==> src/rtl/div_pkg.sv <==
// Shared definitions for the sequential restoring divider: FSM state
// encodings and the default operand widths.
package div_pkg;

  typedef enum logic [1:0] {
    IDLE = 2'd0,
    RUN  = 2'd1,
    DONE = 2'd2
  } state_t;

  localparam int DW_DEFAULT = 8;
  localparam int VW_DEFAULT = 4;

endpackage

==> src/rtl/seq_divider_trial_sub.sv <==
// Trial subtractor for one restoring-division step: a - b computed as
// a + ~b + 1 through a ripple chain of full-adder cells. A missing carry
// out of the top cell means the subtraction borrowed (a < b).
module trial_sub #(
  parameter int W = 5
) (
  input  logic [W-1:0] a,
  input  logic [W-1:0] b,
  output logic [W-1:0] diff,
  output logic         borrow
);

  logic [W:0]   carry;
  logic [W-1:0] b_inv;

  assign b_inv    = ~b;
  assign carry[0] = 1'b1;

  for (genvar i = 0; i < W; i++) begin : g_fa
    assign diff[i]      = a[i] ^ b_inv[i] ^ carry[i];
    assign carry[i + 1] = (a[i] & b_inv[i]) | (carry[i] & (a[i] ^ b_inv[i]));
  end

  assign borrow = ~carry[W];

endmodule

==> src/rtl/seq_divider.sv <==
// Sequential restoring divider. Produces one quotient bit per clock with a
// start/busy/done handshake; a zero divisor short-circuits straight to DONE
// with the divide-by-zero flag set and an all-ones quotient.
module seq_divider
  import div_pkg::*;
#(
  parameter int DW = DW_DEFAULT,
  parameter int VW = VW_DEFAULT
) (
  input  logic          clk,
  input  logic          rst,
  input  logic          start,
  input  logic [DW-1:0] dividend,
  input  logic [VW-1:0] divisor,
  output logic          busy,
  output logic          done,
  output logic          dz,
  output logic [DW-1:0] quotient,
  output logic [VW-1:0] remainder
);

  localparam int          CW   = $clog2(DW);
  localparam logic [CW-1:0] LAST = CW'(DW - 1);

  state_t        state;
  logic [DW-1:0] q_reg;
  logic [VW:0]   r_reg;   // one guard bit so the shifted partial remainder never overflows
  logic [VW-1:0] d_reg;
  logic [CW-1:0] cnt;

  logic [VW:0]   t_val;
  logic [VW:0]   s_val;
  logic          borrow;
  logic [VW:0]   r_next;
  logic [DW-1:0] q_next;

  // Shift the next dividend bit into the partial remainder and trial-subtract.
  assign t_val = {r_reg[VW-1:0], q_reg[DW-1]};

  trial_sub #(.W(VW + 1)) u_trial_sub (
    .a      (t_val),
    .b      ({1'b0, d_reg}),
    .diff   (s_val),
    .borrow (borrow)
  );

  // Restore on borrow; otherwise keep the difference and emit a 1 quotient bit.
  assign r_next = borrow ? t_val : s_val;
  assign q_next = {q_reg[DW-2:0], ~borrow};

  // Control FSM and datapath registers; outputs are registered here as well.
  always_ff @(posedge clk) begin
    if (rst) begin
      state     <= IDLE;
      busy      <= 1'b0;
      done      <= 1'b0;
      dz        <= 1'b0;
      quotient  <= '0;
      remainder <= '0;
      q_reg     <= '0;
      r_reg     <= '0;
      d_reg     <= '0;
      cnt       <= '0;
    end else begin
      case (state)
        RUN: begin
          q_reg <= q_next;
          r_reg <= r_next;
          if (cnt == LAST) begin
            quotient  <= q_next;
            remainder <= r_next[VW-1:0];
            done      <= 1'b1;
            busy      <= 1'b0;
            state     <= DONE;
          end else begin
            cnt <= cnt + CW'(1);
          end
        end
        // IDLE, DONE and the unused encoding all wait for a start.
        default: begin
          if (start) begin
            if (divisor != '0) begin
              q_reg <= dividend;
              r_reg <= '0;
              d_reg <= divisor;
              cnt   <= '0;
              done  <= 1'b0;
              dz    <= 1'b0;
              busy  <= 1'b1;
              state <= RUN;
            end else begin
              quotient  <= '1;
              remainder <= '0;
              dz        <= 1'b1;
              done      <= 1'b1;
              busy      <= 1'b0;
              state     <= DONE;
            end
          end
        end
      endcase
    end
  end

endmodule
==> config.mk <==
export PLATFORM = sky130hd
export DESIGN_NAME = seq_divider
export DESIGN_NICKNAME = d
export VERILOG_FILES = /design/src/rtl/div_pkg.sv /design/src/rtl/seq_divider_trial_sub.sv /design/src/rtl/seq_divider.sv
export SDC_FILE = /design/constraint.sdc
export NUM_CORES = 1
export LEC_CHECK = 0
export ABC_AREA = 0
export CAP_MARGIN = 15
export CORE_ASPECT_RATIO = 2
export CORE_MARGIN = 2
export CORE_UTILIZATION = 45
export DETAILED_ROUTE_END_ITERATION = 8
export GPL_ROUTABILITY_DRIVEN = 0
export PLACE_DENSITY = 0.78
export SLEW_MARGIN = 20
export SYNTH_ARGS = -nofsm -noshare
export SYNTH_HDL_FRONTEND = slang
export SYNTH_SLANG_ARGS = --single-unit
==> constraint.sdc <==
create_clock -name clk -period 2.72 [get_ports clk]
set_input_delay 0.272 -clock clk [delete_from_list [all_inputs] [get_ports clk]]
set_output_delay 0.272 -clock clk [all_outputs]
set_load 0.01 [all_outputs]
==> key figures <==
Floorplan
  • Die height: 86.9 um
  • Core ar.: 3340 um^2
  • Die ar.: 3950 um^2
  • Initial cell density of the core: 0.463
  • Rows: 30
  • Die width: 45.5 um
  • Num ports: 30

Drt
  • DRC Markers: 0
  • Post-Route WL: 3.60 mm
  • Routed len/inst: 14.6 um
  • Residual antenna-violating net count after detailed routing: 0
  • Vias post-DR: 1422
  • TritonRoute pass-1 iters: 4
  • First-iteration detailed-routing DRC count: 36
  • Drt via density: 5.78

Finish
  • Most common cell after layout, fill and taps aside: dfxtp_1
  • Non-Filler Instances: 246
  • Final-stage net count: 234
  • Total inserted antenna cells: 0
  • Synthesis-to-layout area growth: 26.9%
  • FILL cells: 304
  • Layout cells sized above 1: 0.0748
  • Most frequent cells in the layout: dfxtp_1, clkdlybuf4s50_1, a21oi_1

Critical path
  • Crit path launch: q_reg[7]
  • Crit-path cells: inv_1, ha_1, inv_1, fa_1, fa_1, inv_1, fa_1, nand2b_1, mux2i_1, nor4_1, a31o_1
  • Crit path buffers/inverters: 3
  • Req. time, crit path: 2910 ps
  • CP Max Fanout: 10
  • CP peak stage delay: 370 ps
  • Startpoint Class: register
  • Setup Crit Path Kind: reg2reg
  • Worst Path Arrival: 2640 ps
  • Cell family with most CP delay: adder cells
  • Crit-path slowest cell: fa_1
  • Reg2reg start: q_reg[7]
  • Crit. End Element: register

Timing
  • Max Freq: 409 MHz
  • Hold_ws: 456 ps
  • Clk_skew: 9.52 ps
  • Slew Limit Fails: 0
  • RSZ-0062 raised after global routing: no
  • Setup ws final: 274 ps
  • Setup_tns: 0 ps
  • Final hold vios: 0
  • Setup violators final: 0
  • Period utilization: 0.899
  • Slew HR: 0.609
  • Tmin final: 2450 ps
  • Slew @ Worst Pin: 584 ps

CTS
  • Setup bufs post-CTS: 0
  • H-Tree Depth: 2
  • Clk root buf: clkbuf_8
  • Sinks on Clock Net: 35
  • Gates resized, CTS repair: 0
  • Clock Latency Late Sink: 290 ps
  • CTS clk-pin slew, worst paths: 70 ps
  • Num CTS Buffers: 5
  • CTS tree: done
  • Clock Path Buffers: 2
  • Hold buffer count at CTS: 0

Logic synthesis
  • Post-Synth Adder-Cell Area: 0.0631
  • Post-Syn Nets: 207
  • Sequential-to-total area share from yosys stat: 0.453
  • Synth Area in Simple Gates: 0.226
  • Distinct cells, synth: 27
  • Synth top area cells: dfxtp_1, a21oi_1, nor3_1
  • Seq cells post-synth: 35
  • Largest family of logic cells by synthesized area: simple AND/OR/NAND/NOR gates
  • Mux cell area share after synthesis: 0.0259
  • Synth Area in Compound Gates: 0.178
  • Yosys warns: 0
  • Xor and xnor area share after synthesis: 0
  • Mean Syn Cell Area: 8.32 um^2
  • Netlist Area Pre-Place: 1550 um^2
  • Post-Syn Instances: 186
  • Synth top area share: 0.453
  • Cell taking the most area after synthesis: dfxtp_1

Pwr
  • Worst VDD drop: 0.435 mV
  • PD cells: 580 nW/um^2
  • Overall power: 1.14 mW
  • Leakage: 0.758 nW

Worst hold path
  • Worst Hold Launch: remainder[0]
  • Hold Crit Class: reg2reg

Global routing
  • Antenna violations before repair: 0
  • Gr usage total: 0.212
  • Largest net degree at the start of global routing: 16
  • Vias in the first global route: 1383
  • First-pass GRT wire length: 6.06 mm
  • Remaining Overflow, GRT: 0

Flow run
  • Max Cap Viol: 0

Placement
  • Placed instance count: 238
  • Post-DP HPWL: 2.65 mm
  • IO buf count: 29
  • Post-Place Worst Slack: 327 ps

Status
  • Status: finished, final reports clean
[final timing paths]
check / to / slack [ps] / depth (start not counted)
setup / recovery: remainder[1] / 270 / 11
hold / removal: remainder[0] / 460 / 2
setup reg to reg: remainder[1] / 270 / 11
hold reg to reg: remainder[0] / 460 / 2
[metrics by stage]
step / utilization / area, um^2
after floorplan: - / 1550
after global placement: 0.557 / 1860
after detailed placement: 0.557 / 1860
after CTS: 0.588 / 1960
after global routing: 0.588 / 1960
final: 0.588 / 1960
[where the power goes]
part | internal, mW | switching, mW | total [mW] | leakage (nW)
clock | 0.230 | 0.191 | 0.421 | 0.0505
combinational | 0.0712 | 0.0899 | 0.161 | 0.422
sequential | 0.537 | 0.0198 | 0.557 | 0.286
[layout make-up]
type                       count  area [um^2]  area share
multi-input combinational    129          762       0.388
sequential                    35          701       0.357
timing repair buffer          34          328       0.167
clock buffer                   7         96.3      0.0490
tap                           32         40.0      0.0204
inverter                       8         30.0      0.0153
clock inverter                 1         7.51     0.00382
[synth_stat cells]
master and n:
a21oi_1 26, a22oi_1 2, a31o_1 2, a32oi_1 2, and2_1 1, buf_2 2, clkbuf_1 12, dfxtp_1 35
fa_1 3, ha_1 3, inv_1 8, mux2i_1 4, nand2_1 20, nand2b_1 3, nand3_1 6, nand3b_1 1
nor2_1 17, nor2_4 1, nor2b_1 1, nor3_1 18, nor3_4 1, nor4_1 2, o211ai_1 4, o21ai_0 9
o22a_1 1, o41a_1 1, or4_4 1
[routing by layer]
metal | vias to the layer above | GRT usage | wire [um]
met5 | - | 0 | 0
met4 | 0 | 0.142 | 167
met3 | 16 | 0.0498 | 146
met2 | 42 | 0.362 | 1950
met1 | 667 | 0.213 | 1340
li1 | 697 | - | -
[cells by family after synthesis]
logic type / Yosys count
buf+inv: 22
fa+ha+maj: 6
mux: 4
compound gates: 47
simple gates: 72
flops: 35
[tightest hold or removal path, cell delays in order (launching register included)]
cell,delay (ps)
dfxtp_1,310
nand2_1,50
mux2i_1,50
Note: power is estimated with default switching activity, not from simulation.
